### config.mk
export PLATFORM = sky130hd
export DESIGN_NAME = block_oscillator_flat
export DESIGN_NICKNAME = d
export VERILOG_FILES = /design/src/rtl/block_osc_pkg.sv /design/src/rtl/block_oscillator_if.sv /design/src/rtl/block_oscillator_sync_edge_detect.sv /design/src/rtl/block_oscillator.sv /design/src/flat_wrapper.sv
export SDC_FILE = /design/constraint.sdc
export NUM_CORES = 1
export LEC_CHECK = 0
export ABC_AREA = 1
export BUFFER_PORTS_ARGS = -buffer_cell sky130_fd_sc_hd__buf_2
export CELL_PAD_IN_SITES_DETAIL_PLACEMENT = 1
export CELL_PAD_IN_SITES_GLOBAL_PLACEMENT = 1
export CORE_ASPECT_RATIO = 0.5
export CORE_MARGIN = 2
export CORE_UTILIZATION = 44
export CTS_CLUSTER_DIAMETER = 40
export DETAILED_ROUTE_END_ITERATION = 6
export GPL_TIMING_DRIVEN = 0
export PLACE_DENSITY_LB_ADDON = 0.1
export REMOVE_ABC_BUFFERS = 1
export SETUP_SLACK_MARGIN = 0.5
export SLEW_MARGIN = 20
export SYNTH_ARGS = -nofsm -noshare
export SYNTH_HDL_FRONTEND = slang
export SYNTH_HIERARCHICAL = 1
export SYNTH_SLANG_ARGS = --single-unit
### constraint.sdc
create_clock -name clk -period 4.2 [get_ports clk]
set_clock_uncertainty 0.1 [all_clocks]
set_input_delay 0.21 -clock clk [delete_from_list [all_inputs] [get_ports clk]]
set_output_delay 0.21 -clock clk [all_outputs]
set_load 0.1 [all_outputs]
### src/rtl/block_osc_pkg.sv
// block_osc_pkg: shared state encoding, direction constants and default bounds for the block mover.
package block_osc_pkg;
    typedef enum logic [1:0] {IDLE = 2'd0, RUN = 2'd1, HOLD = 2'd2} osc_state_e;
    localparam logic DIR_LEFT  = 1'b0;
    localparam logic DIR_RIGHT = 1'b1;
    localparam int DEF_X_MIN = 0;
    localparam int DEF_X_MAX = 144;
endpackage

### src/rtl/block_oscillator_if.sv
// block_oscillator_if: control inputs and position/handshake outputs of block_oscillator.
interface block_oscillator_if #(
    parameter int POS_W  = 8,
    parameter int STEP_W = 3,
    parameter int DIV_W  = 4
);
    logic              sync;
    logic              enable;
    logic              start;
    logic              freeze;
    logic [STEP_W-1:0] step;
    logic [DIV_W-1:0]  div;
    logic [POS_W-1:0]  curr_x_position;
    logic              direction;
    logic              running;
    logic [POS_W-1:0]  frozen_x;
    logic              frozen_valid;
    logic              bounce;
    modport master (
        output sync, enable, start, freeze, step, div,
        input  curr_x_position, direction, running, frozen_x, frozen_valid, bounce
    );
    modport slave (
        input  sync, enable, start, freeze, step, div,
        output curr_x_position, direction, running, frozen_x, frozen_valid, bounce
    );
endinterface

### src/rtl/block_oscillator_sync_edge_detect.sv
// sync_edge_detect: 2-flop synchronizer plus one-cycle rising-edge pulse for asynchronous strobes.
module sync_edge_detect (
    input  logic clk,
    input  logic resetn,
    input  logic i_async,
    output logic o_pulse
);
    logic r_meta, r_sync, r_prev;
    always_ff @(posedge clk or negedge resetn) begin
        if (!resetn) begin
            r_meta <= 1'b0;
            r_sync <= 1'b0;
            r_prev <= 1'b0;
        end else begin
            r_meta <= i_async;
            r_sync <= r_meta;
            r_prev <= r_sync;
        end
    end
    assign o_pulse = r_sync & ~r_prev;
endmodule

### src/rtl/block_oscillator.sv
// block_oscillator: parametrised ping-pong mover with divider and freeze/capture handshake.
// Define BLOCK_OSC_WRAP_EN to wrap around the bounds instead of bouncing.
module block_oscillator
    import block_osc_pkg::*;
#(
    parameter int POS_W   = 8,
    parameter int X_MIN   = DEF_X_MIN,
    parameter int X_MAX   = DEF_X_MAX,
    parameter int X_START = 0,
    parameter int STEP_W  = 3,
    parameter int DIV_W   = 4
) (
    input  logic               clk,
    input  logic               resetn,
    block_oscillator_if.slave  bus
);
    localparam int EW = POS_W + 1;
    localparam logic [1:0] S_IDLE = IDLE;
    localparam logic [1:0] S_RUN  = RUN;
    localparam logic [1:0] S_HOLD = HOLD;

    logic [1:0]       r_state;
    logic [POS_W-1:0] r_pos, r_frozen_x;
    logic             r_dir, r_frozen_valid, r_bounce;
    logic [DIV_W-1:0] r_cnt;

    logic              w_tick, w_run, w_cap, w_adv, w_due, w_move, w_hit;
    logic [STEP_W-1:0] w_step;
    logic [DIV_W-1:0]  w_div;
    logic [POS_W:0]    w_pos_ext, w_step_ext, w_sum, w_lo;
    logic [POS_W-1:0]  w_next_pos;
    logic              w_next_dir;

    sync_edge_detect u_sync (
        .clk     (clk),
        .resetn  (resetn),
        .i_async (bus.sync),
        .o_pulse (w_tick)
    );

    assign w_step     = bus.step;
    assign w_div      = bus.div;
    assign w_run      = r_state == S_RUN;
    assign w_cap      = w_run & bus.freeze;
    assign w_adv      = w_run & w_tick & bus.enable & ~bus.freeze & ~bus.start;
    assign w_due      = r_cnt >= w_div;
    assign w_move     = w_adv & w_due & (w_step != '0);
    assign w_pos_ext  = {1'b0, r_pos};
    assign w_step_ext = EW'(w_step);
    assign w_sum      = w_pos_ext + w_step_ext;
    assign w_lo       = EW'(X_MIN) + w_step_ext;

`ifdef BLOCK_OSC_WRAP_EN
    always_comb begin
        w_hit      = r_dir ? (w_sum > EW'(X_MAX)) : (w_pos_ext < w_lo);
        w_next_dir = r_dir;
        w_next_pos = w_hit ? (r_dir ? POS_W'(X_MIN) : POS_W'(X_MAX))
                   : (r_dir ? w_sum[POS_W-1:0] : r_pos - POS_W'(w_step));
    end
`else
    // Comparisons include equality so the block stops exactly on the bound.
    always_comb begin
        w_hit      = r_dir ? (w_sum >= EW'(X_MAX)) : (w_pos_ext <= w_lo);
        w_next_dir = w_hit ? ~r_dir : r_dir;
        w_next_pos = w_hit ? (r_dir ? POS_W'(X_MAX) : POS_W'(X_MIN))
                   : (r_dir ? w_sum[POS_W-1:0] : r_pos - POS_W'(w_step));
    end
`endif

    always_ff @(posedge clk or negedge resetn) begin
        if (!resetn) begin
            r_state        <= S_IDLE;
            r_pos          <= POS_W'(X_START);
            r_dir          <= DIR_RIGHT;
            r_cnt          <= '0;
            r_frozen_x     <= '0;
            r_frozen_valid <= 1'b0;
            r_bounce       <= 1'b0;
        end else begin
            r_frozen_valid <= 1'b0;
            r_bounce       <= 1'b0;
            if (w_cap) begin
                r_frozen_x     <= r_pos;
                r_frozen_valid <= 1'b1;
                r_state        <= S_HOLD;
            end else if (bus.start) begin
                r_pos   <= POS_W'(X_START);
                r_dir   <= DIR_RIGHT;
                r_cnt   <= '0;
                r_state <= S_RUN;
            end else if (w_adv) begin
                r_cnt <= w_due ? '0 : r_cnt + DIV_W'(1);
                if (w_move) begin
                    r_pos    <= w_next_pos;
                    r_dir    <= w_next_dir;
                    r_bounce <= w_hit;
                end
            end
        end
    end

    assign bus.curr_x_position = r_pos;
    assign bus.direction       = r_dir;
    assign bus.running         = w_run;
    assign bus.frozen_x        = r_frozen_x;
    assign bus.frozen_valid    = r_frozen_valid;
    assign bus.bounce          = r_bounce;
endmodule

### src/flat_wrapper.sv
// flat-port wrapper written by rule: the top's interface ports become plain ports
module block_oscillator_flat import block_osc_pkg::*;
#(
    parameter int POS_W   = 8,
    parameter int X_MIN   = DEF_X_MIN,
    parameter int X_MAX   = DEF_X_MAX,
    parameter int X_START = 0,
    parameter int STEP_W  = 3,
    parameter int DIV_W   = 4
)
  (clk, resetn, bus_sync, bus_enable, bus_start, bus_freeze, bus_step, bus_div, bus_curr_x_position, bus_direction, bus_running, bus_frozen_x, bus_frozen_valid, bus_bounce);
  block_oscillator_if #(.POS_W(POS_W), .STEP_W(STEP_W), .DIV_W(DIV_W)) bus_i ();
  input  logic clk;
  input  logic resetn;
  input wire logic [$bits(bus_i.sync)-1:0] bus_sync;
  input wire logic [$bits(bus_i.enable)-1:0] bus_enable;
  input wire logic [$bits(bus_i.start)-1:0] bus_start;
  input wire logic [$bits(bus_i.freeze)-1:0] bus_freeze;
  input wire logic [$bits(bus_i.step)-1:0] bus_step;
  input wire logic [$bits(bus_i.div)-1:0] bus_div;
  output wire logic [$bits(bus_i.curr_x_position)-1:0] bus_curr_x_position;
  output wire logic [$bits(bus_i.direction)-1:0] bus_direction;
  output wire logic [$bits(bus_i.running)-1:0] bus_running;
  output wire logic [$bits(bus_i.frozen_x)-1:0] bus_frozen_x;
  output wire logic [$bits(bus_i.frozen_valid)-1:0] bus_frozen_valid;
  output wire logic [$bits(bus_i.bounce)-1:0] bus_bounce;
  assign bus_i.sync = bus_sync;
  assign bus_i.enable = bus_enable;
  assign bus_i.start = bus_start;
  assign bus_i.freeze = bus_freeze;
  assign bus_i.step = bus_step;
  assign bus_i.div = bus_div;
  assign bus_curr_x_position = bus_i.curr_x_position;
  assign bus_direction = bus_i.direction;
  assign bus_running = bus_i.running;
  assign bus_frozen_x = bus_i.frozen_x;
  assign bus_frozen_valid = bus_i.frozen_valid;
  assign bus_bounce = bus_i.bounce;
  block_oscillator #(.POS_W(POS_W), .X_MIN(X_MIN), .X_MAX(X_MAX), .X_START(X_START), .STEP_W(STEP_W), .DIV_W(DIV_W)) u_core (.clk(clk), .resetn(resetn), .bus(bus_i));
endmodule
==> results.cfg, run 1 <==
[outcome]
run_status = complete, no violations

[worst_setup_path]
criticalPathCategory = reg -> reg
start_kind = flop
cp-startpoint = u_core/bus.curr_x_position[0]$_DFFE_PN0P_
arrival_ns = 2.44
ordered_list_of_cells_on_the_worst_path = inv_1, ha_1, fa_1, o211ai_2, a21oi_1, nand2_2, nand2_2, nor2_4, nand2_2, o22ai_1
worst-path-buf-inv = 1
crit_slowest_cell = sky130_fd_sc_hd__fa_1
path_max_fanout = 5
worstSetupEndpointType = flop
r2r_setup_slack_ns = 1.86
cp_top_family = adder cells
cells_on_worst_reg2reg_path = 10
cpMostUsedCell = sky130_fd_sc_hd__nand2_2
total_stage_count_of_the_critical_path = 10
critical_path.reg2reg.startpoint = u_core/bus.curr_x_position[0]$_DFFE_PN0P_
critPathRequiredTime_ns = 4.30
max_stage_delay_ns = 0.42

[floorplan]
core.rowCount = 16
die-area_um2 = 4680
die_width_um = 94.8
initial_utilization = 0.462
die_height_um = 49.4
floorplan.core_area_um2 = 3920
io-pin-count = 33

[logic_synthesis]
netlist_instances = 227
post_synth.cell_area_avg_um2 = 7.99
mappedNetlistArea_um2 = 1810
top_reg_cell_synth = sky130_fd_sc_hd__dfrtp_1
synth_enable_flop_cells = 0
post_synth_most_frequent_cells = sky130_fd_sc_hd__nand2_1 (68), sky130_fd_sc_hd__inv_1 (29), sky130_fd_sc_hd__dfrtp_1 (27)
synth-async-reset-ratio = 1.00
ys.warnings.count = 6
synth_area_leader_cell = sky130_fd_sc_hd__dfrtp_1
synth.top_cell.area_share = 0.373
netlist-cell-type-count = 33
synthTopCellsByArea = sky130_fd_sc_hd__dfrtp_1 (37%), sky130_fd_sc_hd__nand2_1 (14%), sky130_fd_sc_hd__ha_1 (8.3%), sky130_fd_sc_hd__inv_1 (6.0%), sky130_fd_sc_hd__nand3_1 (4.7%)
post_synthesis_sequential_area_ratio = 0.387
yosys_register_bits = 28
yosysMostFrequentCell = sky130_fd_sc_hd__nand2_1

[cells_and_area]
fillers = 513
fin_nets = 291
fraction_of_final_layout_cells_with_drive_strength_greater_than_1 = 0.232
final-instance-count-excl-fill = 317
synthToLayoutAreaGrowth_pct = 15.7
regArea_um2 = 702
insertedDiodeCount = 0
multi_input_comb_area_um2 = 962

[detailed_routing]
vias = 1650
detailedRoute.firstPassIterationCount = 4
wirelength_mm = 4.90
routed_wire_length_per_instance_um = 15.5
postRouteAntennaNets = 0
drt_iter0_drc = 49
vias_per_cell = 5.21
drc = 0

[timing]
relSlewSlack = 0.577
slew_violations = 0
report.final.setup_viol = 0
maxClockFrequency_ghz = 0.427
layout_worst_path_cycle_share = 0.557
timing_hold_violations_final = 0
clock_period_minus_worst_slack_ns = 2.34
rsz_0062_raised_after_global_routing = false
tightest_slew_ns = 0.634
setup_total_negative_slack_ns = 0

[min_path]
worstHoldStart = bus_start
min_path_type = in -> reg
holdPathStages = 2

[cts]
htreeDepth = 1
post_cts_gate_resize_count = 0
clk_path_buf_depth = 2
post_cts_buffers = 0
clk_pin_slew_worst_paths_ns = 0.10
clk_root_buffer_cell = sky130_fd_sc_hd__clkbuf_8
cts_num_sinks = 28
clock_insertion_delay_worst_skew_ns = 0.27
tritoncts = built
cts-buffers-inserted = 3
cts-hold-fix-buffers = 2

[job]
cap_viol_max_count = 0

[placed_design]
portBuffers = 32
dp_hpwl_mm = 3.82
final_estimated_routing_congestion_in_global_placement = 0.862
cell_count_post_placement = 311

[global_route]
grt_start_max_net_pins = 29
globalRouteTotalUtil = 0.234
via_count_of_the_first_global_routing_pass = 1750
antenna_found_initial = 0
grt_pass1_wl_mm = 8.43
global_route.overflow_total = 0
[area by class of cell]
cell class,instances,area share
well taps,54,0.0322
clock buffers,4,0.0262
flip-flops and latches,28,0.335
multi-input cells,162,0.459
inverters,35,0.0626
repair buffers,34,0.0859
[cell families (layout without fill, tap and decap cells)]
logic type / after synthesis / in the layout / share of synthesized area
xor+xnor: 4 / 4 / 0.0193
buf+inv: 37 / 73 / 0.0821
fa+ha+maj: 14 / 14 / 0.105
compound gates: 29 / 29 / 0.0946
simple gates: 115 / 115 / 0.312
flops: 28 / 28 / 0.387
[layer usage]
layer | vias up | global-route usage | share of wire
met4 | 0 | 0.0483 | 0.0084
met2 | 34 | 0.410 | 0.49
met3 | 6 | 0.0464 | 0.051
li1 | 801 | - | -
met5 | - | 0 | 0
met1 | 809 | 0.301 | 0.45
[metrics by stage]
| stage | util | hold WS [ns] | instance area (um2) | worst slack, ns |
|---|---|---|---|---|
| after CTS | 0.535 | 0.114 | 2100 | 1.86 |
| after detailed placement | 0.516 | 0.169 | 2020 | 1.90 |
| after global routing | 0.535 | 0.137 | 2100 | 1.73 |
| final | 0.535 | 0.126 | 2100 | 1.86 |
| after global placement | 0.516 | 0.161 | 2020 | 1.98 |
| after floorplan | - | -0.186 | 1800 | 1.52 |
[state kept, by name (all words and copies together), names as in the netlist]
register and cells:
u_core/bus.bounce 1, u_core/bus.curr_x_position 8, u_core/bus.direction 1, u_core/bus.frozen_valid 1
u_core/bus.frozen_x 8, u_core/r_cnt 4, u_core/r_state 2, u_core/u_sync/r_meta 1
u_core/u_sync/r_prev 1, u_core/u_sync/r_sync 1
[final timing paths]
| path | to |
|---|---|
| hold / removal | u_core/r_cnt[2]$_DFFE_PN0P_ |
| setup / recovery | u_core/bus.curr_x_position[0]$_DFFE_PN0P_ |
| hold reg to reg | u_core/u_sync/r_sync$_DFF_PN0_ |
| min in group asynchronous | u_core/bus.curr_x_position[1]$_DFFE_PN0P_ |
| setup reg to reg | u_core/bus.curr_x_position[0]$_DFFE_PN0P_ |
| max in group asynchronous | u_core/r_cnt[3]$_DFFE_PN0P_ |
[placed cells by master, fill, tap and decap left out]
cell type / Yosys / layout
sky130_fd_sc_hd__nand2_1: 68 / 68
sky130_fd_sc_hd__buf_2: 0 / 32
sky130_fd_sc_hd__inv_1: 29 / 29
sky130_fd_sc_hd__dfrtp_1: 27 / 27
sky130_fd_sc_hd__nand3_1: 17 / 17
sky130_fd_sc_hd__o21ai_0: 14 / 14
sky130_fd_sc_hd__ha_1: 12 / 12
sky130_fd_sc_hd__nand2_2: 7 / 7
sky130_fd_sc_hd__nor2_1: 6 / 6
sky130_fd_sc_hd__a21oi_1: 6 / 6
sky130_fd_sc_hd__inv_2: 5 / 5
sky130_fd_sc_hd__clkbuf_8: 1 / 4
sky130_fd_sc_hd__nor2_4: 3 / 3
sky130_fd_sc_hd__nand4_1: 3 / 3
sky130_fd_sc_hd__nand2_4: 3 / 3
sky130_fd_sc_hd__o22ai_1: 3 / 3
sky130_fd_sc_hd__xor2_1: 3 / 3
sky130_fd_sc_hd__dlygate4sd3_1: 0 / 2
sky130_fd_sc_hd__nor2_2: 2 / 2
sky130_fd_sc_hd__o41ai_1: 2 / 2
sky130_fd_sc_hd__fa_1: 2 / 2
sky130_fd_sc_hd__clkinv_1: 1 / 1
sky130_fd_sc_hd__and2_1: 1 / 1
sky130_fd_sc_hd__nor3_2: 1 / 1
sky130_fd_sc_hd__or2_1: 1 / 1
sky130_fd_sc_hd__o211ai_2: 1 / 1
sky130_fd_sc_hd__nand4_4: 1 / 1
sky130_fd_sc_hd__nand3_2: 1 / 1
sky130_fd_sc_hd__a22oi_1: 1 / 1
sky130_fd_sc_hd__xnor2_1: 1 / 1
sky130_fd_sc_hd__a32o_1: 1 / 1
sky130_fd_sc_hd__o21ai_1: 1 / 1
sky130_fd_sc_hd__nor4_1: 1 / 1
sky130_fd_sc_hd__dfstp_2: 1 / 1
Power of run 1 is left out: the tool's default activity adds up to more than one toggle a clock period on the data nets, which glitch-free logic cannot reach.
==> run 2: changes to the inputs <==
--- a/config.mk
+++ b/config.mk
@@ -5,13 +5,13 @@
 export SDC_FILE = /design/constraint.sdc
 export NUM_CORES = 1
 export LEC_CHECK = 0
-export ABC_AREA = 1
+export ABC_AREA = 0
 export BUFFER_PORTS_ARGS = -buffer_cell sky130_fd_sc_hd__buf_2
 export CELL_PAD_IN_SITES_DETAIL_PLACEMENT = 1
 export CELL_PAD_IN_SITES_GLOBAL_PLACEMENT = 1
 export CORE_ASPECT_RATIO = 0.5
 export CORE_MARGIN = 2
-export CORE_UTILIZATION = 44
+export CORE_UTILIZATION = 43
 export CTS_CLUSTER_DIAMETER = 40
 export DETAILED_ROUTE_END_ITERATION = 6
 export GPL_TIMING_DRIVEN = 0
==> constraint.sdc (replaced) <==
create_clock -name clk -period 2.4 [get_ports clk]
set_clock_uncertainty 0.1 [all_clocks]
set_input_delay 0.12 -clock clk [delete_from_list [all_inputs] [get_ports clk]]
set_output_delay 0.12 -clock clk [all_outputs]
set_load 0.1 [all_outputs]
==> run 2 against run 1 <==
Effect of this change:
- the run now ends with setup timing left
- fmax decreased by 7.9%
- critical path depth fell by 2
- sequential share of layout area is 5.0 points lower
- global-route usage up 0.64 points
- utilization grew 8.6 points
- area after synthesis up 0.83%
- critical path type unchanged
- largest cell class unchanged
==> results.cfg, run 2 <==
[outcome]
run_status = complete, but fails checks
violations = setup timing

[timing]
timing_hold_violations_final = 0
maxClockFrequency_ghz = 0.394
rsz_0062_raised_after_global_routing = true
layout_worst_path_cycle_share = 1.06
final.hold.worst_slack_ns = 0.116
setup_ws_ns = -0.139
relSlewSlack = 0.559
slew_violations = 0
setup_total_negative_slack_ns = -0.781
tightest_slew_ns = 0.662
clock_period_minus_worst_slack_ns = 2.54
report.final.setup_viol = 8

[worst_setup_path]
path_max_fanout = 5
cp_top_family = compound AO/OA/AOI/OAI gates
max_stage_delay_ns = 0.43
criticalPathCategory = reg -> reg
critPathRequiredTime_ns = 2.47
start_kind = flop
arrival_ns = 2.61
ordered_list_of_cells_on_the_worst_path = ha_2, fa_2, nor2b_4, or3_1, o31a_1, o211ai_4, nor3b_2, a211o_1
crit_slowest_cell = sky130_fd_sc_hd__dfrtp_1
worstSetupEndpointType = flop
worst-path-buf-inv = 0

[cts]
clk_path_buf_depth = 2
clock_insertion_delay_worst_skew_ns = 0.28
tritoncts = built
cts_num_sinks = 28
cts-buffers-inserted = 3
clk_pin_slew_worst_paths_ns = 0.10
clk_root_buffer_cell = sky130_fd_sc_hd__clkbuf_8
htreeDepth = 1

[placed_design]
final_estimated_routing_congestion_in_global_placement = 0.904
post-place-ws_ns = -0.333
portBuffers = 32
dp_hpwl_mm = 3.34
placement.cell_area_um2 = 2000
cell_count_post_placement = 259

[floorplan]
floorplan.core_area_um2 = 3980
initial_utilization = 0.459
die_width_um = 96.2
io-pin-count = 33
die_height_um = 50.1
die-area_um2 = 4820
core.rowCount = 16

[global_route]
grt_start_max_net_pins = 29
global_route.overflow_total = 0
globalRouteTotalUtil = 0.240
antenna_found_initial = 0
via_count_of_the_first_global_routing_pass = 1767
grt_pass1_wl_mm = 8.67

[logic_synthesis]
synth_area_leader_cell = sky130_fd_sc_hd__dfrtp_1
top_reg_cell_synth = sky130_fd_sc_hd__dfrtp_1
post_synth_most_frequent_cells = sky130_fd_sc_hd__dfrtp_1 (27), sky130_fd_sc_hd__nand2_1 (17), sky130_fd_sc_hd__inv_1 (14)
yosys_register_bits = 28
synthTopCellsByArea = sky130_fd_sc_hd__dfrtp_1 (37%), sky130_fd_sc_hd__ha_1 (8.2%), sky130_fd_sc_hd__nand2_1 (3.5%), sky130_fd_sc_hd__mux2_2 (3.1%), sky130_fd_sc_hd__inv_1 (2.9%)
synth-async-reset-ratio = 1.00
netlist-cell-type-count = 54
post_synth.cell_area_avg_um2 = 10.2
synth_enable_flop_cells = 0
ys.warnings.count = 6
netlist_instances = 180
yosysMostFrequentCell = sky130_fd_sc_hd__dfrtp_1
post_synthesis_sequential_area_ratio = 0.384
mappedNetlistArea_um2 = 1830
synth.top_cell.area_share = 0.370

[cells_and_area]
most_used_cells_in_the_layout_excluding_fill_and_tap_cells = sky130_fd_sc_hd__buf_2 (32), sky130_fd_sc_hd__dfrtp_1 (27), sky130_fd_sc_hd__buf_4 (17)
final_common_cell = sky130_fd_sc_hd__buf_2
synthToLayoutAreaGrowth_pct = 35.2
final-instance-count-excl-fill = 287
fraction_of_final_layout_cells_with_drive_strength_greater_than_1 = 0.442
postLayoutCellArea_um2 = 2470
fin_nets = 261
post-route-util = 0.620
insertedDiodeCount = 0

[pwr]
power_frac_seq = 0.226
clock_power_share = 0.105
power.share.combinational = 0.668
switching_share = 0.564
fin_total_pwr_mw = 3.62
p_int_mw = 1.58
power.density_cell_area_nw_per_um2 = 1460
peakVddDrop_v = 0.000847
static_power_due_to_leakage_nw = 1.16
switching_power_mw = 2.04

[detailed_routing]
detailedRoute.firstPassIterationCount = 4
vias = 1657
vias_per_cell = 5.77
wirelength_mm = 5.94
drt_iter0_drc = 112
routed_wire_length_per_instance_um = 20.7
postRouteAntennaNets = 0
drc = 0

[min_path]
min_path_type = in -> reg

[job]
cap_viol_max_count = 0
## run 2: worst paths after layout
check,start,end,slack [ns],cells past startpoint
worst max-delay path,u_core/bus.curr_x_position[0]$_DFFE_PN0P_,u_core/bus.curr_x_position[3]$_DFFE_PN0P_,-0.14,8
max in group asynchronous,resetn,u_core/bus.curr_x_position[2]$_DFFE_PN0P_,1.47,2
min in group asynchronous,resetn,u_core/bus.curr_x_position[1]$_DFFE_PN0P_,0.31,2
worst min-delay path,bus_start,u_core/bus.bounce$_DFF_PN0_,0.12,2
worst min register to register,u_core/u_sync/r_meta$_DFF_PN0_,u_core/u_sync/r_sync$_DFF_PN0_,0.26,0
worst max register to register,u_core/bus.curr_x_position[0]$_DFFE_PN0P_,u_core/bus.curr_x_position[3]$_DFFE_PN0P_,-0.14,8
## run 2: cell type report
| class | count | area, um2 |
|---|---|---|
| clock buffer | 3 | 41.3 |
| clock inverter | 1 | 30.0 |
| fill | 440 | 1510 |
| inverter | 14 | 52.6 |
| multi-input combinational | 132 | 1220 |
| sequential | 28 | 702 |
| tap | 54 | 67.6 |
| timing repair buffer | 55 | 362 |
## run 2: kinds of logic (layout without fill, tap and decap cells)
group,count (synthesis),count (layout),synth area share
AO/OA/AOI/OAI,45,46,0.192
XOR/XNOR,1,1,0.00479
adder cells (fa/ha/maj),14,14,0.104
buffers and inverters,21,73,0.0589
flip-flops,28,28,0.384
multiplexers,8,8,0.0472
AND/OR/NAND/NOR,63,63,0.209
## run 2: repair_timing
action                     CTS  global route
setup buffers               20             1
hold buffers                 2             0
pin swaps                   17             6
gates cloned                 1             0
setup endpoints to repair   14            14
gates resized for setup     34             7
hold endpoints to repair    28             0
## run 2: power by group through the flow
stage / Sequential, mW / Combinational [mW] / Clock, mW
final: 0.818 / 2.42 / 0.382
after global routing: 0.845 / 2.51 / 0.413
after floorplan: 1.59 / 0.717 / 0
after CTS: 0.792 / 2.27 / 0.383
after global placement: 0.788 / 1.84 / 0
after detailed placement: 0.804 / 1.89 / 0
## run 2: routing by layer
metal,global-route usage,part of all wire,vias to the layer above
met4,0.0690,0.017,0
li1,-,-,756
met5,0,0,-
met1,0.281,0.42,841
met3,0.0520,0.051,10
met2,0.440,0.51,50
Power figures use the tool's default switching activity.
==> run 3: changes to the inputs <==
--- a/config.mk
+++ b/config.mk
@@ -6,7 +6,7 @@
 export NUM_CORES = 1
 export LEC_CHECK = 0
 export ABC_AREA = 0
-export BUFFER_PORTS_ARGS = -buffer_cell sky130_fd_sc_hd__buf_2
+export BUFFER_PORTS_ARGS = -buffer_cell sky130_fd_sc_hd__clkbuf_2
 export CELL_PAD_IN_SITES_DETAIL_PLACEMENT = 1
 export CELL_PAD_IN_SITES_GLOBAL_PLACEMENT = 1
 export CORE_ASPECT_RATIO = 0.5
==> run 3 against run 2 <==
Effect of this change:
- total power down 5.0%
- the run still ends with setup timing left
- die area unchanged
- register-to-register slack better by 0.04 ns
- critical path depth unchanged
- global-route usage down 1.4 points
- hold slack better by 0.038 ns
- sequential cell count unchanged
- sequential share of layout area up 0.59 points
- clock power down 2%
- clock-buffer cell count unchanged
- critical path type unchanged
- utilization down 1.2 points
==> results.cfg, run 3 (synthesized netlist as in run 2, its figures left out) <==
[floorplan]
core.rowCount = 16
initial_utilization = 0.459
die-area_um2 = 4820
die_height_um = 50.1
io-pin-count = 33
floorplan.core_area_um2 = 3980
die_width_um = 96.2

[min_path]
min_path_type = in -> reg
holdPathStages = 3
worstHoldStart = bus_step[0]
worstHoldEndpoint = u_core/bus.curr_x_position[0]$_DFFE_PN0P_

[pwr]
static_power_due_to_leakage_nw = 1.11
clock_power_share = 0.109
power.share.combinational = 0.656
fin_total_pwr_mw = 3.44
switching_power_mw = 1.94
power.density_cell_area_nw_per_um2 = 1420
power_frac_seq = 0.235
peakVddDrop_v = 0.000873
p_int_mw = 1.50
switching_share = 0.564

[cts]
cts-buffers-inserted = 3
clock_insertion_delay_worst_skew_ns = 0.28
cts_num_sinks = 28
clk_path_buf_depth = 2
tritoncts = built
clk_root_buffer_cell = sky130_fd_sc_hd__clkbuf_8
clk_pin_slew_worst_paths_ns = 0.10
htreeDepth = 1

[cells_and_area]
final-instance-count-excl-fill = 281
regArea_um2 = 703
post-route-util = 0.609
synthToLayoutAreaGrowth_pct = 32.6
fin_nets = 255
insertedDiodeCount = 0
fillers = 440
fraction_of_final_layout_cells_with_drive_strength_greater_than_1 = 0.463
multi_input_comb_area_um2 = 1200
most_used_cells_in_the_layout_excluding_fill_and_tap_cells = sky130_fd_sc_hd__clkbuf_2 (32), sky130_fd_sc_hd__dfrtp_1 (26), sky130_fd_sc_hd__nand2_1 (16)
final_common_cell = sky130_fd_sc_hd__clkbuf_2

[detailed_routing]
drt_iter0_drc = 44
wirelength_mm = 5.46
routed_wire_length_per_instance_um = 19.4
postRouteAntennaNets = 0
vias = 1612
detailedRoute.firstPassIterationCount = 4
drc = 0
vias_per_cell = 5.74

[global_route]
via_count_of_the_first_global_routing_pass = 1585
grt_use_met1 = 0.291
gr-usage-met3 = 0.0505
grt_util_met2 = 0.399
grt_pass1_wl_mm = 8.19
busiest_layer = met2
globalRouteTotalUtil = 0.226
global_route.overflow_total = 0
antenna_found_initial = 0
grt_start_max_net_pins = 29

[outcome]
run_status = complete, but fails checks
violations = setup timing

[placed_design]
post-place-ws_ns = -0.310
cell_count_post_placement = 259
final_estimated_routing_congestion_in_global_placement = 0.904
portBuffers = 32
dp_hpwl_mm = 3.25

[worst_setup_path]
criticalPathCategory = reg -> reg
start_kind = flop
worstSetupEndpointType = flop
max_stage_delay_ns = 0.42
cells_on_worst_reg2reg_path = 8
r2r_setup_slack_ns = -0.09
crit_slowest_cell = sky130_fd_sc_hd__dfrtp_1
ordered_list_of_cells_on_the_worst_path = ha_2, fa_2, nor2b_4, or3_1, o31a_1, o211ai_4, nor4_2, a211o_1
critical_path.reg2reg.startpoint = u_core/bus.curr_x_position[0]$_DFFE_PN0P_
path_max_fanout = 8
worst-path-buf-inv = 0
cp_top_family = compound AO/OA/AOI/OAI gates
end_of_the_worst_register_to_register_path = u_core/bus.curr_x_position[6]$_DFFE_PN0P_
critPathRequiredTime_ns = 2.47
arrival_ns = 2.57

[timing]
clock_period_minus_worst_slack_ns = 2.49
setup_ws_ns = -0.0944
slew_violations = 0
timing_hold_violations_final = 0
layout_worst_path_cycle_share = 1.04
relSlewSlack = 0.501
maxClockFrequency_ghz = 0.401
rsz_0062_raised_after_global_routing = true
report.final.setup_viol = 6
setup_total_negative_slack_ns = -0.362
tightest_slew_ns = 0.749

[job]
cap_viol_max_count = 0
run 3: cell count changes in the layout (fill, tap and decap cells not counted), moves of 3 or more:
cell,delta
sky130_fd_sc_hd__buf_2,-32
sky130_fd_sc_hd__o21ai_1,-3
sky130_fd_sc_hd__clkbuf_2,+32
sky130_fd_sc_hd__o21ai_2,+4
sky130_fd_sc_hd__buf_4,-6
run 3: layout make-up:
class / count / share of cell area
Clock buffer: 3 / 0.0170
Clock inverter: 1 / 0.0124
Inverter: 14 / 0.0217
Multi-Input combinational cell: 131 / 0.496
Sequential cell: 28 / 0.290
Tap cell: 54 / 0.0279
Timing Repair Buffer: 50 / 0.135
run 3: routing by layer:
layer | vias to the layer above | part of all wire
met5 | - | 0
met4 | 0 | 0.014
met3 | 8 | 0.050
met2 | 51 | 0.52
met1 | 816 | 0.42
li1 | 737 | -
run 3: worst max-delay path by stage:
| stage | startpoint | to | slack [ns] | depth (start not counted) |
|---|---|---|---|---|
| after floorplan | u_core/r_state[1]$_DFFE_PN0P_ | u_core/bus.curr_x_position[6]$_DFFE_PN0P_ | -1.14 | 5 |
| after detailed placement | u_core/bus.curr_x_position[0]$_DFFE_PN0P_ | u_core/bus.curr_x_position[4]$_DFFE_PN0P_ | -0.31 | 8 |
| after global routing | u_core/bus.curr_x_position[0]$_DFFE_PN0P_ | u_core/bus.curr_x_position[6]$_DFFE_PN0P_ | -0.16 | 8 |
| after global placement | u_core/bus.curr_x_position[0]$_DFFE_PN0P_ | u_core/bus.curr_x_position[4]$_DFFE_PN0P_ | -0.33 | 8 |
| final | u_core/bus.curr_x_position[0]$_DFFE_PN0P_ | u_core/bus.curr_x_position[6]$_DFFE_PN0P_ | -0.09 | 8 |
| after CTS | u_core/bus.curr_x_position[0]$_DFFE_PN0P_ | u_core/bus.curr_x_position[6]$_DFFE_PN0P_ | -0.05 | 8 |
run 3: per-stage QoR:
step | area, um2 | hold WS, ns
6_report | 2420 | 0.154
3_3_place_gp | 2000 | 0.120
2_1_floorplan | 1770 | -0.276
3_5_place_dp | 2000 | 0.120
4_1_cts | 2270 | 0.119
5_1_grt | 2420 | 0.171
run 3: repair_timing:
item / CTS / global route
pin swaps: 5 / 12
setup endpoints to repair: 14 / 14
gates resized for setup: 21 / 25
hold buffers: 2 / 0
hold endpoints to repair: 28 / 0
setup buffers: 12 / 4
run 3: worst reg2reg max path, delay by kind of cell (launching register included):
kind,cells,cell delay [ns]
AOI/OAI and AO/OA,3,0.75
adders and majority gates,2,0.55
DFF,1,0.42
and+or+nand+nor,3,0.57
run 3: power by group through the flow:
stage               logic (mW)  clock network, mW  registers [mW]
floorplan                0.717                  0            1.59
finish                    2.25              0.376           0.806
global route              2.37              0.408           0.833
detailed placement        1.87                  0           0.808
CTS                       2.07              0.389           0.796
global placement          1.84                  0           0.793
